`src/rtl/param_bcd_formatter.sv`:
```
`default_nettype none
// ============================================================================
// Module   : param_bcd_formatter
// Purpose  : Converts four 16-bit measurements (frequency, amplitude, duty,
//            THD) into five-digit BCD using a sequential double-dabble engine.
//            Duty and THD saturate at CLAMP_PERMILLE.
// Revision : 1.0 - initial release
// ============================================================================
module param_bcd_formatter #(
  parameter int CLAMP_PERMILLE = 1000
) (
  input  logic        clk,
  input  logic        rst_n,
  input  logic        start,
  input  logic [15:0] freq_in,
  input  logic [15:0] amplitude_in,
  input  logic [15:0] duty_in,
  input  logic [15:0] thd_in,
  output logic [19:0] bcd_freq,
  output logic [19:0] bcd_amp,
  output logic [19:0] bcd_duty,
  output logic [19:0] bcd_thd,
  output logic        busy,
  output logic        done
);

  localparam logic [15:0] CLAMP_VAL =
    (CLAMP_PERMILLE > 65535) ? 16'hFFFF : 16'(CLAMP_PERMILLE);

  typedef enum logic [2:0] {
    S_IDLE  = 3'd0,
    S_LOAD  = 3'd1,
    S_SHIFT = 3'd2,
    S_STORE = 3'd3,
    S_DONE  = 3'd4
  } state_t;

  state_t      r_state;
  state_t      w_next;

  logic [15:0] r_hold [4];
  logic [15:0] r_shift;
  logic [19:0] r_acc;
  logic [3:0]  r_bitcnt;
  logic [1:0]  r_index;
  logic [19:0] r_sh_freq;
  logic [19:0] r_sh_amp;
  logic [19:0] r_sh_duty;

  logic [15:0] w_duty_clamped;
  logic [15:0] w_thd_clamped;
  logic [15:0] w_adj;

  assign w_duty_clamped = (duty_in > CLAMP_VAL) ? CLAMP_VAL : duty_in;
  assign w_thd_clamped  = (thd_in  > CLAMP_VAL) ? CLAMP_VAL : thd_in;

  // Add-3 correction on the lower four digits. The top digit never reaches 5
  // before a shift for a 16-bit source (at most 3 before the last shift), so
  // it passes through uncorrected.
  generate
    for (genvar g = 0; g < 4; g++) begin : g_adjust
      assign w_adj[4*g +: 4] = (r_acc[4*g +: 4] >= 4'd5) ?
                               r_acc[4*g +: 4] + 4'd3 : r_acc[4*g +: 4];
    end
  endgenerate

  // State register
  always_ff @(posedge clk or negedge rst_n) begin
    if (!rst_n) r_state <= S_IDLE;
    else        r_state <= w_next;
  end

  // Next-state decode and status outputs
  always_comb begin
    w_next = r_state;
    busy   = 1'b1;
    done   = 1'b0;
    case (r_state)
      S_IDLE: begin
        busy = 1'b0;
        if (start) w_next = S_LOAD;
      end
      S_LOAD:  w_next = S_SHIFT;
      S_SHIFT: if (r_bitcnt == 4'd15) w_next = S_STORE;
      S_STORE: w_next = (r_index == 2'd3) ? S_DONE : S_LOAD;
      S_DONE: begin
        done   = 1'b1;
        w_next = S_IDLE;
      end
      default: w_next = S_IDLE;
    endcase
  end

  // Snapshot, conversion datapath, shadow results and atomic output update
  always_ff @(posedge clk or negedge rst_n) begin
    if (!rst_n) begin
      r_hold[0] <= '0;
      r_hold[1] <= '0;
      r_hold[2] <= '0;
      r_hold[3] <= '0;
      r_shift   <= '0;
      r_acc     <= '0;
      r_bitcnt  <= '0;
      r_index   <= '0;
      r_sh_freq <= '0;
      r_sh_amp  <= '0;
      r_sh_duty <= '0;
      bcd_freq  <= '0;
      bcd_amp   <= '0;
      bcd_duty  <= '0;
      bcd_thd   <= '0;
    end else begin
      case (r_state)
        S_IDLE: begin
          if (start) begin
            r_hold[0] <= freq_in;
            r_hold[1] <= amplitude_in;
            r_hold[2] <= w_duty_clamped;
            r_hold[3] <= w_thd_clamped;
            r_index   <= 2'd0;
          end
        end
        S_LOAD: begin
          r_shift  <= r_hold[r_index];
          r_acc    <= '0;
          r_bitcnt <= '0;
        end
        S_SHIFT: begin
          r_acc    <= {r_acc[18:16], w_adj, r_shift[15]};
          r_shift  <= {r_shift[14:0], 1'b0};
          r_bitcnt <= r_bitcnt + 4'd1;
        end
        S_STORE: begin
          case (r_index)
            2'd0: r_sh_freq <= r_acc;
            2'd1: r_sh_amp  <= r_acc;
            2'd2: r_sh_duty <= r_acc;
            default: begin
              // Last parameter goes straight out alongside the shadows so
              // all four outputs update on the edge entering DONE.
              bcd_freq <= r_sh_freq;
              bcd_amp  <= r_sh_amp;
              bcd_duty <= r_sh_duty;
              bcd_thd  <= r_acc;
            end
          endcase
          if (r_index != 2'd3) r_index <= r_index + 2'd1;
        end
        default: ;
      endcase
    end
  end

endmodule
`default_nettype wire

```
`config.mk`:
```
export PLATFORM = sky130hd
export DESIGN_NAME = param_bcd_formatter
export DESIGN_NICKNAME = d
export VERILOG_FILES = /design/src/rtl/param_bcd_formatter.sv
export SDC_FILE = /design/constraint.sdc
export NUM_CORES = 1
export LEC_CHECK = 0
export CAP_MARGIN = 20
export CORE_ASPECT_RATIO = 0.75
export CORE_MARGIN = 10
export CORE_UTILIZATION = 30
export DETAILED_ROUTE_END_ITERATION = 10
export GPL_ROUTABILITY_DRIVEN = 0
export GPL_TIMING_DRIVEN = 0
export PLACE_DENSITY = 0.6
export SYNTH_ARGS = -nofsm -noshare
export SYNTH_HDL_FRONTEND = slang
export SYNTH_SLANG_ARGS = --single-unit
```
`constraint.sdc`:
```
create_clock -name clk -period 2.5 [get_ports clk]
set_input_delay 0.75 -clock clk [delete_from_list [all_inputs] [get_ports clk]]
set_output_delay 0.75 -clock clk [all_outputs]
set_load 0.02 [all_outputs]
```
Yosys cells after proc, flatten, opt, wreduce, memory -nomap -nowiden
Index checks and enable logic that the tools add are counted.

word-level totals
  flip-flop bits (word level) = 249
  latch bits = 0
  bits in writable memories = 0
  bits in read-only memories = 0
  bits of input ports = 67
  output and inout bits = 82
  memories = 0

cells by class
  $add $sub $neg = 6
  $mul = 0
  div/mod/pow operators = 0
  order comparisons = 7
  equal/unequal tests = 12
  shifts and indexed selects = 0
  muxes and demuxes = 21
  bitwise operators = 2
  reduce and logical (&&, ||, !) cells = 12

operator list
  cell                    number
  $mux W16                4
  $pmux W20 S2            1
  $bmux W16 S2            1
  $gt A16 B10 Y1 const B  2
  $pmux W16 S2            1
  $add A4 B2 Y4 const B   4
  $ge A4 B3 Y1 const B    4
  $mux W4                 4
  $pmux W3 S4             1
  $reduce_and A2 Y1       6
  $mux W3                 3
  $ne A2 B2 Y1 const B    4
  $pmux W4 S2             1
  $eq A3 B2 Y1 const B    2
  $add A4 B1 Y4 const B   1
  $eq A2 B2 Y1 const B    2
  $eq A4 B4 Y1 const B    1
  $mux W2                 2
  $pmux W2 S2             1
  $reduce_bool A2 Y1      2
  $eq A3 B1 Y1 const B    1
  $eq A3 B3 Y1 const B    1
  $ge A3 B3 Y1 const B    1
  $logic_not A3 Y1        1
  8 further kinds         9

Longest topological paths before layout
Gate-level depths: netlist of run 1.

  word-level depth = 5
  depth in mapped cells = 7

Least setup slack after synthesis of run 1
No wires, ideal clock.

  kind = input to register
  start point = input thd_in[15]
  end point = register r_hold[5] in the netlist's numbering
  setup time = 121 ps
  arrival = 1825 ps
  setup slack = 553 ps
  stages on the path = 4
  path buffers = 0
  cells stage by stage = or4_1 nor3_1 nand2_1 o22a_1

on the way
  cells in the longest elaborated chain, start to end = 2

ends and longest elaborated chain
  item             RTL line  text
  start, declared  18        input logic [15:0] thd_in,
  $gt A16 B10 Y1   55        assign w_thd_clamped = (thd_in > CLAMP_VAL) ? CLAMP_VAL : thd_in;
  $mux W16         55
  end, declared    41        logic [15:0] r_hold [4];

No other way between the ends.
A chain may end at the register's enable or synchronous reset.

Final worst setup path of run 1
  start point = register r_state[1]
  end point = output done

on the way
  cells in the longest elaborated chain, start to end = 2

ends and longest elaborated chain
  item                    RTL line  text
  start, declared         38        state_t r_state;
  start signal, assigned  70        else r_state <= w_next;
  $eq A3 B3 Y1            78        case (r_state)
  $mux W1                 78
  end, declared           24        output logic done

No other way between the ends.

==> metrics.yaml, run 1 <==
vias: 7030
synth_top_cell_by_area: "dfrtp_1"
critical_path.top_delay_family: "flip-flops"
cts_tree: "built"
crit_buf_inv: 1
syn_nets: 908
die_w_um: 237
synth_ff_type: "dfrtp_1"
cp.arrival_ns: 1.67
worst_pin_slew_ns: 0.753
wl_mm: 27.3
placedCellCount: 1434
path_depth: 3
p_comb_share_pct: 25.3
setup_slack_ns: 0.0774
power.share.clock_pct: 33.6
startpoint_type: "flip-flop"
slowest_stage: "dfrtp_2"
insertion_delay_ns: 0.55
ys_seq_area_share_pct: 59.0
synth_enable_flop_cells: 0
r2r_cells: 7
multi_input_area_um2: 3990
antenna_found_initial: 0
r2r_end: "r_sh_duty[11]$_DFFE_PN0P_"
port_buffers: 148
reg2reg_slack_ns: 0.22
placed_cell_area_um2: 12700
drive_gt1_share_pct: 24.7
cts.sinks: 249
timing.rr.start: "r_index[0]$_DFFE_PN0P_"
ys_async_sr_fraction_pct: 100
clk_pin_slew_ns: 0.07
hold_buffers: 0
yosys-top-cells-area: "dfrtp_1, mux2_2, nand2_1"
grt_pass1_wl_mm: 43.3
power_frac_seq_pct: 41.1
h-tree-depth: 1
area_growth_pct: 29.0
max_freq_mhz: 413
num_rows: 59
wire_per_inst_um: 18.4
crit_type: "flip-flop to primary output"
layoutNonFillerInstCount: 1486
cap_viol_max_count: 0
via_per_inst: 4.73
synth_cell_types: 47
root_buffer: "clkbuf_16"
hpwlAfterDp_mm: 19.3
ys_seq_elements: 249
netlist_instances: 827
grt_remaining_overflow: 0
die_h_um: 182
cp.required_ns: 1.75
hold_path.class: "primary input to asynchronous set/reset pin"
worstPathMaxFanout: 7
first_global_vias: 7428
synth_top_area_share_pct: 59.0
worstPathCellList: "nor2_4, and2_1, clkdlybuf4s15_2"
route.detailed.drc: 0
finalCriticalPeriod_ns: 2.42
maxSlewViolCount: 0
power.density_nw_per_um2: 896
grtUsageTotal_pct: 12.4
endpoint_kind: "primary output"
irDropWorstVdd_uv: 553
antenna_cells: 0
finalSetupTns_ns: 0
firstDrtPassIters: 4
ant_nets: 0
grt_setup_unrepaired: "no"
p_int_mw: 8.35
syn_area_per_cell_um2: 12.8
hold_viol_final: 0
place_ws_ns: -0.104
relSlewSlack_pct: 49.7
swShare_pct: 31.6
fillers: 3325
grt_max_degree: 118
dieArea_um2: 43200
coreArea_um2: 34700
clock_path_buffers: 3
fin_skew_ns: 0.0191
finalSetupViolCount: 0
status: "complete, no violations"
stdcell_area_um2: 13600
nets: 1088
start_util_pct: 30.4
p_leak_nw: 6.39
regArea_um2: 6230
cts_buffers: 28
ioPinCount: 149
yosys_warnings: 0
final_util_pct: 39.2
synth.cell_area_um2: 10600
drt_iter0_markers: 446
cp_slowest_stage_delay_ns: 0.47
fin_crit_sh_pct: 96.9
p_sw_mw: 3.85
layer usage:
layer	GRT usage (%)	part of all wire, %	up-vias	routed length [um]
li1	-	-	3273	-
met1	17.2	49	3585	13300
met2	18.9	45	133	12200
met3	3.11	4.9	39	1350
met4	2.75	1.7	0	468
met5	0	0	-	0
power by group through the flow:
stage | combinational [mW] | sequential (mW) | clock, mW
final | 3.08 | 5.02 | 4.10
after global routing | 3.43 | 5.09 | 4.37
after CTS | 3.13 | 5.01 | 4.21
after detailed placement | 3.12 | 5.07 | 0
after global placement | 3.05 | 5.07 | 0
after floorplan | 2.14 | 4.95 | 0
cell usage in the layout (no fill, tap or decap), types with 15 or more instances in the layout:
cell | Yosys | layout
dfrtp_1 | 249 | 248
clkdlybuf4s50_1 | 0 | 145
clkbuf_16 | 0 | 29
o21ai_0 | 21 | 21
a22oi_1 | 21 | 21
clkbuf_1 | 19 | 26
nand2_1 | 155 | 155
a22o_1 | 20 | 20
inv_1 | 15 | 15
mux2_2 | 135 | 135
mux4_2 | 16 | 16
buf_2 | 22 | 22
per-stage QoR:
stage | hold slack, ns | total power, mW
6_report | 0.0795 | 12.2
5_1_grt | 0.0747 | 12.9
4_1_cts | 0.0609 | 12.4
3_5_place_dp | 0.461 | 8.20
3_3_place_gp | 0.457 | 8.12
2_1_floorplan | 0.440 | 7.09
worst max-delay path by stage:
stage	startpoint	end
final	r_state[1]$_DFFE_PN0P_	done
after CTS	r_state[2]$_DFFE_PN0P_	done
after global placement	rst_n	r_hold[8]$_DFFE_PN0P_
after global routing	r_index[0]$_DFFE_PN0P_	r_sh_freq[2]$_DFFE_PN0P_
after floorplan	thd_in[15]	r_hold[5]$_DFFE_PN0P_
after detailed placement	thd_in[14]	r_hold[9]$_DFFE_PN0P_
synth_stat cells, types with 5 or more instances:
master,instances
buf_2,22
mux2_2,135
mux4_2,16
or2_2,5
nand3_1,5
dfrtp_1,249
mux2_1,6
nor3_1,5
clkbuf_1,19
buf_6,7
inv_1,15
a22o_1,20
and2_4,10
nor2_1,9
a22oi_1,21
o21ai_1,9
nand2_1,155
a21oi_1,12
nand2b_1,6
o21ai_0,21
o22a_1,10
ha_1,14
repair_timing:
item | 4_1_cts | 5_1_grt
buffers inserted | 0 | 0
endpoints found under the setup margin | 42 | 1
gates resized for setup | 14 | 1
logic make-up after synthesis:
family | Yosys count | synth area share (%)
flops | 249 | 59.0
simple gates | 215 | 9.18
mux | 161 | 18.8
compound gates | 115 | 7.62
buf+inv | 68 | 3.25
fa+ha+maj | 14 | 1.66
xor+xnor | 5 | 0.415
state kept, by name, summed over array words and instances (netlist names):
| name | count |
|---|---|
| bcd_thd | 20 |
| r_acc | 20 |
| r_hold | 64 |
| r_sh_duty | 20 |
| r_shift | 16 |
| bcd_amp | 20 |
| r_index | 2 |
| r_sh_amp | 20 |
| bcd_duty | 20 |
| bcd_freq | 20 |
| r_bitcnt | 4 |
| r_state | 3 |
| r_sh_freq | 20 |
layout make-up:
type,instances,share of cell area [%]
plain buffers,52,2.18
clock buffers,44,6.19
clock inverters,8,0.598
inverters,16,0.441
multi-input cells,510,29.3
flip-flops and latches,249,45.8
well taps,457,4.20
repair buffers,150,11.3
No activity file was read; power rests on OpenSTA's default activity.
==> run 2: changes to the inputs <==
--- a/config.mk
+++ b/config.mk
@@ -10,9 +10,12 @@
 export CORE_MARGIN = 10
 export CORE_UTILIZATION = 30
 export DETAILED_ROUTE_END_ITERATION = 10
+export DONT_BUFFER_PORTS = 1
 export GPL_ROUTABILITY_DRIVEN = 0
 export GPL_TIMING_DRIVEN = 0
-export PLACE_DENSITY = 0.6
+export HOLD_SLACK_MARGIN = 0.15
+export PLACE_DENSITY = 0.55
+export RECOVER_POWER = 25
 export SYNTH_ARGS = -nofsm -noshare
 export SYNTH_HDL_FRONTEND = slang
 export SYNTH_SLANG_ARGS = --single-unit
==> run 2 against run 1 <==
- the run now ends with negative hold slack left
- critical path depth fell by 1
- global-route usage grew 0.14 points
- final cell count is 10% lower
- utilization decreased by 4.6 points
- die area unchanged
- critical path type unchanged
- highest routed layer unchanged
==> metrics.yaml, run 2 (synthesis results as in run 1) <==
irDropWorstVdd_uv: 532  # was 553 uV
hold_viol_final: 164  # was 0
firstDrtPassIters: 5  # was 4
cp.required_ns: 1.75  # about the same
drt_iter0_markers: 409  # was 446
placed_cell_area_um2: 11100  # was 12700 um2
stdcell_area_um2: 12000  # was 13600 um2
grt_remaining_overflow: 0  # unchanged
nets: 937  # was 1088
met3_length_mm: 1.83  # was 1.35 mm
worstPathMaxFanout: 7  # unchanged
die_w_um: 237  # unchanged
worst_pin_slew_ns: 0.761  # was 0.753 ns
r2r_cells: 7  # unchanged
finalSetupTns_ns: 0  # unchanged
first_global_vias: 6812  # was 7428
cts_tree: "built"  # unchanged
antenna_cells: 0  # unchanged
die_h_um: 182  # unchanged
insertion_delay_ns: 0.55  # about the same
timing.rr.start: "r_index[0]$_DFFE_PN0P_"  # unchanged
holdWs_ns: -0.0992  # was 0.0795 ns
largest_reg_flops: 64  # unchanged
wl_mm: 27.4  # was 27.3 mm
fin_crit_sh_pct: 94.0  # was 96.9%
start_util_pct: 30.4  # unchanged
crit_end: "done"  # unchanged
route.detailed.drc: 0  # unchanged
grt_max_degree: 250  # was 118
grt_setup_unrepaired: "no"  # unchanged
area_growth_pct: 13.9  # was 29.0%
max_freq_mhz: 426  # was 413 MHz
finalCriticalPeriod_ns: 2.35  # was 2.42 ns
cts.sinks: 249  # unchanged
maxSlewViolCount: 0  # unchanged
layout_common_cells: "dfrtp_1, nand2_1, mux2_2"  # was dfrtp_1, nand2_1, clkdlybuf4s50_1
grt_pass1_wl_mm: 43.1  # was 43.3 mm
relSlewSlack_pct: 49.2  # was 49.7%
dr_wl_met2_mm: 12.1  # was 12.2 mm
startpoint_type: "flip-flop"  # unchanged
violations: "negative hold slack"
endpoint_kind: "primary output"  # unchanged
h-tree-depth: 1  # unchanged
startpoint: "r_state[1]$_DFFE_PN0P_"  # unchanged
wire_per_inst_um: 20.6  # was 18.4 um
clk_pin_slew_ns: 0.06  # was 0.07 ns
status: "finished, violations left"  # was complete, no violations
highest_layer: "met4"  # unchanged
via_per_inst: 4.94  # was 4.73
grtUsageTotal_pct: 12.5  # was 12.4%
port_buffers: 0  # was 148
crit_type: "flip-flop to primary output"  # unchanged
coreArea_um2: 34700  # unchanged
top_register: "r_hold"  # unchanged
clock_path_buffers: 3  # unchanged
hpwlAfterDp_mm: 18.5  # was 19.3 mm
fin_skew_ns: 0.0154  # was 0.0191 ns
drive_gt1_share_pct: 28.2  # was 24.7%
p_leak_nw: 5.80  # was 6.39 nW
final_util_pct: 34.6  # was 39.2%
root_buffer: "clkbuf_16"  # unchanged
cap_viol_max_count: 0  # unchanged
num_rows: 59  # unchanged
met1_length_mm: 13.0  # was 13.3 mm
finalSetupViolCount: 0  # unchanged
hold_path.class: "primary input to asynchronous set/reset pin"  # unchanged
dieArea_um2: 43200  # unchanged
vias: 6583  # was 7030
final_common_cell: "dfrtp_1"  # unchanged
power.density_nw_per_um2: 992  # was 896 nW/um2
cts_buffers: 28  # unchanged
ant_nets: 0  # unchanged
reg2reg_slack_ns: 0.25  # was 0.22 ns
ioPinCount: 149  # unchanged
r2r_end: "r_sh_freq[15]$_DFFE_PN0P_"  # was r_sh_duty[11]$_DFFE_PN0P_
antenna_found_initial: 0  # unchanged
cp.arrival_ns: 1.60  # was 1.67 ns
[run 2: cell types whose count changed in the layout (fill, tap and decap cells not counted), moves of 2 or more]
cell	previous run	this run
buf_16	2	0
clkbuf_1	26	23
clkbuf_8	7	1
clkdlybuf4s50_1	145	0
clkinv_2	4	7
inv_6	1	3
inv_8	2	0
[run 2: stage by stage]
| step | std cells | setup slack (ns) | power (mW) |
|---|---|---|---|
| 2_1_floorplan | 827 | 0.553 | 7.09 |
| 3_3_place_gp | 1284 | -0.0600 | 7.90 |
| 3_5_place_dp | 1284 | -0.0840 | 7.97 |
| 4_1_cts | 1332 | 0.0324 | 12.1 |
| 5_1_grt | 1332 | 0.0351 | 12.7 |
| 6_report | 1332 | 0.151 | 11.9 |
[run 2: worst min-delay path by stage]
stage,start,to,slack [ns],cells past startpoint
finish,rst_n,r_sh_amp[4]$_DFFE_PN0P_,-0.1,0
global route,rst_n,bcd_amp[2]$_DFFE_PN0P_,-0.14,0
CTS,rst_n,bcd_amp[2]$_DFFE_PN0P_,-0.13,0
detailed placement,rst_n,bcd_amp[5]$_DFFE_PN0P_,0.46,0
global placement,r_hold[34]$_DFFE_PN0P_,r_hold[34]$_DFFE_PN0P_,0.46,2
floorplan,r_hold[32]$_DFFE_PN0P_,r_hold[32]$_DFFE_PN0P_,0.44,2
[run 2: layer usage]
metal | global-route usage, % | up-vias
met4 | 2.59 | 0
met2 | 18.7 | 174
met3 | 3.75 | 38
met1 | 17.4 | 3404
li1 | - | 2967
met5 | 0 | -
[run 2: final cells by class]
class	count	area, um2
Fill cell	3422	22700
Sequential cell	249	6230
Multi-Input combinational cell	510	3980
Clock buffer	36	762
Tap cell	457	572
Buffer	51	280
Clock inverter	13	129
Inverter	16	60.1
[run 2: worst max-delay path, cell delays in order, from the launching register on]
cell,delay (ns)
dfrtp_1,0.47
nor2_2,0.25
and2_1,0.33
[run 2: repair_timing]
item / in CTS / in global routing
pin swaps: 0 / 0
resized for setup: 1 / 1
hold endpoints to repair: 249 / 249
setup endpoints to repair: 33 / 1
buffers inserted: 0 / 0
[run 2: where the power goes]
part           switching (mW)  total [mW]  leakage (nW)  internal (mW)
registers               0.429        5.04          3.34           4.61
clock network            1.67        4.03         0.441           2.36
logic                    1.67        2.84          2.02           1.17
==> RTL edit 1, RTL diff (settings of run 2) <==
The parameter `CLAMP_PERMILLE` goes from 1000 to 750.
--- a/src/rtl/param_bcd_formatter.sv
+++ b/src/rtl/param_bcd_formatter.sv
@@ -7,7 +7,7 @@
 // Revision : 1.0 - initial release
 // ============================================================================
 module param_bcd_formatter #(
-  parameter int CLAMP_PERMILLE = 1000
+  parameter int CLAMP_PERMILLE = 750
 ) (
   input  logic        clk,
   input  logic        rst_n,
Function: same outputs for any inputs over 10 cycles, from zero or initial values and one cycle with rst_n low; that may be too few to reach the edited logic, so the function may still have changed.
==> RTL edit 1 against run 2 <==
  * Wire length down 0.31%
  * Total power up 10%
  * The run still ends with hold timing left
  * Combinational power up 17%
  * Worst setup slack worse by 0.085 ns
  * Sequential cell count unchanged
  * Global-route usage down 0.057 points
  * Highest routed layer unchanged
  * Fmax down 3.5%
  * Synthesized area down 1.2%
  * Cell area down 0.70%
  * Clock skew up 0.0079 ns
  * Synthesized cell count down 2.3%
==> RTL edit 1: results (changes against run 2) <==
** Status
- Result of the run: complete, but fails checks (unchanged).
- Failing checks :: hold timing (unchanged)

** CTS
- The number of clock buffers inserted by TritonCTS was 26 (was 28).

** Drt
- Via density :: 4.93 (was 4.94)
- Drt first-iter violations :: 433 (was 409)
- The routed wire length is 27,300 microns (was 27,400 microns).

** Synthesis
- Nets in the synthesized netlist :: 889 (was 908)
- The adder and majority gate portion of the synthesized area was 1.68% (was 1.66%).
- Cell types with the largest area share after synthesis: sky130_fd_sc_hd__dfrtp_1, sky130_fd_sc_hd__mux2_2, sky130_fd_sc_hd__nand2_1, sky130_fd_sc_hd__mux4_2, sky130_fd_sc_hd__ha_1 (was sky130_fd_sc_hd__dfrtp_1, sky130_fd_sc_hd__mux2_2, sky130_fd_sc_hd__nand2_1, sky130_fd_sc_hd__mux4_2, sky130_fd_sc_hd__a22o_1).
- Leading post-synthesis cells by instance count: sky130_fd_sc_hd__dfrtp_1, sky130_fd_sc_hd__mux2_2, sky130_fd_sc_hd__nand2_1 (was sky130_fd_sc_hd__dfrtp_1, sky130_fd_sc_hd__nand2_1, sky130_fd_sc_hd__mux2_2).
- The number of distinct library cells after synthesis is 51 (was 47).
- Sequential fraction of the synthesis area :: 59.7% (was 59.0%)
- Multiplexer area fraction after synthesis :: 18.6% (was 18.8%)
- The post-synthesis instance total was 808 (was 827).
- The post-synthesis share of cell area spent on xor and xnor gates came to 0% (was 0.415%).
- The share of the synthesized area in compound gates (AO/OA/AOI/OAI) was 8.42% (was 7.62%).

** Timing
- The slew at the pin closest to its max-slew limit is 0.879 ns (was 0.761 ns).
- The count of endpoints failing hold in the final timing report came to 100 (was 164).
- The final worst clock skew is 0.0233 ns (was 0.0154 ns).
- Worst hold slack :: -0.0860 ns (was -0.0992 ns)

** Final layout
- Layout cells sized above 1 :: 26.9% (was 28.2%)
- Number of inserted filler cells in the final layout :: 3,341 (was 3,422)
- Layout Utilization :: 34.6% (about the same)
- The final net count came to 917 (was 937).

** Critical path
- Destination of the worst register-to-register timing path :: r_sh_amp[0] (was r_sh_freq[15])
- Maximum net fanout on the critical path :: 10 (was 7)
- R2R Setup Slk :: 0.13 ns (was 0.25 ns)
- Reg-to-reg critical path startpoint :: r_index[1] (was r_index[0])
- The endpoint arrival time on the critical path came to 1.68 ns (was 1.60 ns).

** Pwr
- The worst ir drop on vdd was 0.000481 V (was 0.000532 V).
- The cell leakage power was 5.58 nW (was 5.80 nW).

** Global route
- The wire length of the first global-routing pass is 42,200 microns (was 43,100 microns).
- Antenna violations before repair :: 1 (was 0)
- The number of global-route vias before repair was 6,660 (was 6,812).
- The maximum number of pins on one net before global-route repair is 250 (unchanged).
- The total track usage was 12.4% (was 12.5%).

** Placed design
- Cell Area, Placed :: 11,000 sq um (was 11,100 sq um)
- The HPWL reported at the end of detailed placement was 18,900 microns (was 18,500 microns).
-- RTL edit 1: cell types whose count changed after synthesis, moves of 9 or more --
cell	before	now
sky130_fd_sc_hd__a22o_1	20	5
sky130_fd_sc_hd__a22oi_1	21	1
sky130_fd_sc_hd__and2_1	4	13
sky130_fd_sc_hd__and2_4	10	0
sky130_fd_sc_hd__buf_2	22	12
sky130_fd_sc_hd__clkbuf_1	19	37
sky130_fd_sc_hd__inv_1	15	30
sky130_fd_sc_hd__nand2_1	155	120
sky130_fd_sc_hd__nor2b_1	2	13
sky130_fd_sc_hd__o21ai_1	9	0
-- RTL edit 1: cell families after synthesis --
family                     count (synthesis)
and+or+nand+nor                          193
buffers and inverters                     82
AOI/OAI and AO/OA                        113
muxes                                    157
DFF                                      249
adders and majority gates                 14
-- RTL edit 1: how the worst max path moves through the flow --
stage | depth (start not counted) | from | end
floorplan | 4 | r_state[1] | done
global placement | 7 | r_index[1] | r_sh_freq[1]
detailed placement | 7 | r_index[1] | r_sh_freq[0]
CTS | 3 | r_state[1] | done
global route | 2 | r_state[2] | busy
finish | 2 | r_state[2] | busy
-- RTL edit 1: area by class of cell --
type | instances | area share, %
sequential | 249 | 52.2
buffer | 50 | 1.99
clock inverter | 9 | 1.17
clock buffer | 37 | 6.13
antenna | 1 | 0.0210
multi-input combinational | 477 | 32.6
inverter | 31 | 0.975
timing repair buffer | 1 | 0.0629
tap | 457 | 4.79
-- RTL edit 1: per-stage QoR --
| step | hold WS (ns) | power [mW] |
|---|---|---|
| CTS | -0.119 | 13.3 |
| floorplan | 0.441 | 8.06 |
| finish | -0.0860 | 13.1 |
| global route | -0.114 | 13.9 |
| detailed placement | 0.462 | 9.20 |
| global placement | 0.457 | 9.11 |
-- RTL edit 1: critical path, cell delays in order (launching register included) --
cell and delay (ns):
sky130_fd_sc_hd__dfrtp_1 0.46, sky130_fd_sc_hd__clkbuf_4 0.22, sky130_fd_sc_hd__or3_4 0.45
-- RTL edit 1: what timing repair did --
item,4_1_cts,5_1_grt
gates resized for setup,20,9
setup endpoints to repair,62,37
hold endpoints to repair,249,249
setup buffers,1,0
pin swaps,1,1
-- RTL edit 1: where the power goes --
group | internal [mW] | leakage [nW] | switching, mW
combinational | 1.47 | 1.89 | 1.84
clock | 2.35 | 0.419 | 1.62
sequential | 4.96 | 3.26 | 0.890
total | 8.78 | 5.58 | 4.34
-- RTL edit 1: layer usage --
metal / up-vias / share of wire, % / global-route usage [%]
met5: - / 0 / 0
met1: 3336 / 47 / 16.9
met3: 32 / 8.5 / 4.75
met4: 0 / 1.7 / 2.79
li1: 2935 / - / -
met2: 161 / 43 / 18.4
==> RTL edit 2, RTL diff (flow settings as in run 2) <==
Without the edit above. Put one more register stage on the output `bcd_duty`, without a reset. The value now appears one clock later. The other outputs are not delayed to match.
--- a/src/rtl/param_bcd_formatter.sv
+++ b/src/rtl/param_bcd_formatter.sv
@@ -34,6 +34,8 @@
     S_STORE = 3'd3,
     S_DONE  = 3'd4
   } state_t;
+
+  logic [19:0] bcd_duty_s0;
 
   state_t      r_state;
   state_t      w_next;
@@ -107,7 +109,7 @@
       r_sh_duty <= '0;
       bcd_freq  <= '0;
       bcd_amp   <= '0;
-      bcd_duty  <= '0;
+      bcd_duty_s0 <= '0;
       bcd_thd   <= '0;
     end else begin
       case (r_state)
@@ -140,7 +142,7 @@
               // all four outputs update on the edge entering DONE.
               bcd_freq <= r_sh_freq;
               bcd_amp  <= r_sh_amp;
-              bcd_duty <= r_sh_duty;
+              bcd_duty_s0 <= r_sh_duty;
               bcd_thd  <= r_acc;
             end
           endcase
@@ -151,6 +153,10 @@
     end
   end
 
+  always_ff @(posedge clk) begin
+    bcd_duty <= bcd_duty_s0;
+  end
+
 endmodule
 `default_nettype wire
 
Function: no difference found for any inputs over 10 cycles, from zero or initial values and one cycle with rst_n low; that may be too few to reach the edited logic, so the function may still have changed.
==> RTL edit 2 against run 2 <==
  * The run still ends with hold timing left
  * Sequential cell count rose by 20
  * Cell area increased by 2.3%
  * Wire length rose by 1.5%
  * Combinational power is 7.0% higher
  * Final cell count increased by 3.8%
  * Worst setup slack got worse by 0.077 ns
  * Critical path type unchanged
  * Synthesized area grew 1.8%
  * Count of clock-buffer cells in the layout rose by 7
  * Highest routed layer unchanged
  * Total power grew 7.7%
==> RTL edit 2: results (changes against run 2) <==
** Final layout
- The clock tree cell share of total cell area came to 7.62% (was 7.41%).
- Share of the final layout cell area in multi-input gates :: 31.3% (was 33.1%)
- Number of inserted filler cells in the final layout :: 3,450 (was 3,422)
- The share of cells above drive strength 1 was 23.1% (was 28.2%).
- The post-route cell area came to 12,300 sq um (was 12,000 sq um).
- The number of non-clock inverters in the layout was 12 (was 16).
- The layout multi-input combinational cell count was 540 (was 510).
- The clock tree buffer count of the final layout is 43 (was 36).

** Timing
- Worst hold slack :: -0.109 ns (was -0.0992 ns)
- Worst clock skew :: 0.0111 ns (was 0.0154 ns)
- The count of endpoints failing hold in the final timing report is 119 (was 164).

** Synthesis
- The sequential cell area fraction in the yosys report was 61.7% (was 59.0%).
- Post-synthesis cell count :: 873 (was 827)
- Cell types with the largest area share after synthesis: sky130_fd_sc_hd__dfrtp_1, sky130_fd_sc_hd__mux2_2, sky130_fd_sc_hd__nand2_1, sky130_fd_sc_hd__dfxtp_1, sky130_fd_sc_hd__mux4_2 (was sky130_fd_sc_hd__dfrtp_1, sky130_fd_sc_hd__mux2_2, sky130_fd_sc_hd__nand2_1, sky130_fd_sc_hd__mux4_2, sky130_fd_sc_hd__a22o_1).
- The adder and majority gate portion of the synthesized area is 1.63% (was 1.66%).
- The synthesized netlist net count came to 954 (was 908).

** Pwr
- The internal power is 8.71 mW (was 8.14 mW).
- The cell leakage power came to 5.86 nW (was 5.80 nW).

** Status
- Failing checks :: hold timing (unchanged)
- Result of the run: complete, but fails checks (unchanged).

** Critical path
- Critical path data arrival time :: 1.68 ns (was 1.60 ns)
- The endpoint of the most critical setup path is busy (was done).

** Global route
- Met3 Resource Use GR :: 3.94% (was 3.75%)
- GR met1 Demand/Resource :: 17.3% (was 17.4%)
- The total track usage came to 12.5% (about the same).

** Drt
- The wire length on met3 came to 2100 microns (was 1830 microns).
- Number of search-and-repair iterations in the first detailed-routing pass :: 4 (was 5)
- Overall routed net length :: 27,800 microns (was 27,400 microns)
- Wl on met1 :: 12,900 microns (was 13,000 microns)
- The via density per instance came to 4.80 (was 4.94).

** Placed design
- Detail Placement HPWL :: 19,200 microns (was 18,500 microns)
- The total placed instance area came to 11,300 sq um (was 11,100 sq um).
==> RTL edit 2: changes by cell type after synthesis, moves of 6 or more <==
cell | before | now
sky130_fd_sc_hd__nor2b_1 | 2 | 13
sky130_fd_sc_hd__buf_6 | 7 | 1
sky130_fd_sc_hd__o21ai_0 | 21 | 49
sky130_fd_sc_hd__nor2_1 | 9 | 27
sky130_fd_sc_hd__a22oi_1 | 21 | 15
sky130_fd_sc_hd__mux2_2 | 135 | 108
sky130_fd_sc_hd__o22a_1 | 10 | 0
sky130_fd_sc_hd__and2_4 | 10 | 0
sky130_fd_sc_hd__o21ai_1 | 9 | 0
sky130_fd_sc_hd__mux2_1 | 6 | 0
sky130_fd_sc_hd__dfxtp_1 | 0 | 20
sky130_fd_sc_hd__nand2_1 | 155 | 187
==> RTL edit 2: timing repair <==
item,CTS,global route
hold endpoints to repair,249,249
endpoints found under the setup margin,52,25
resized for setup,13,6
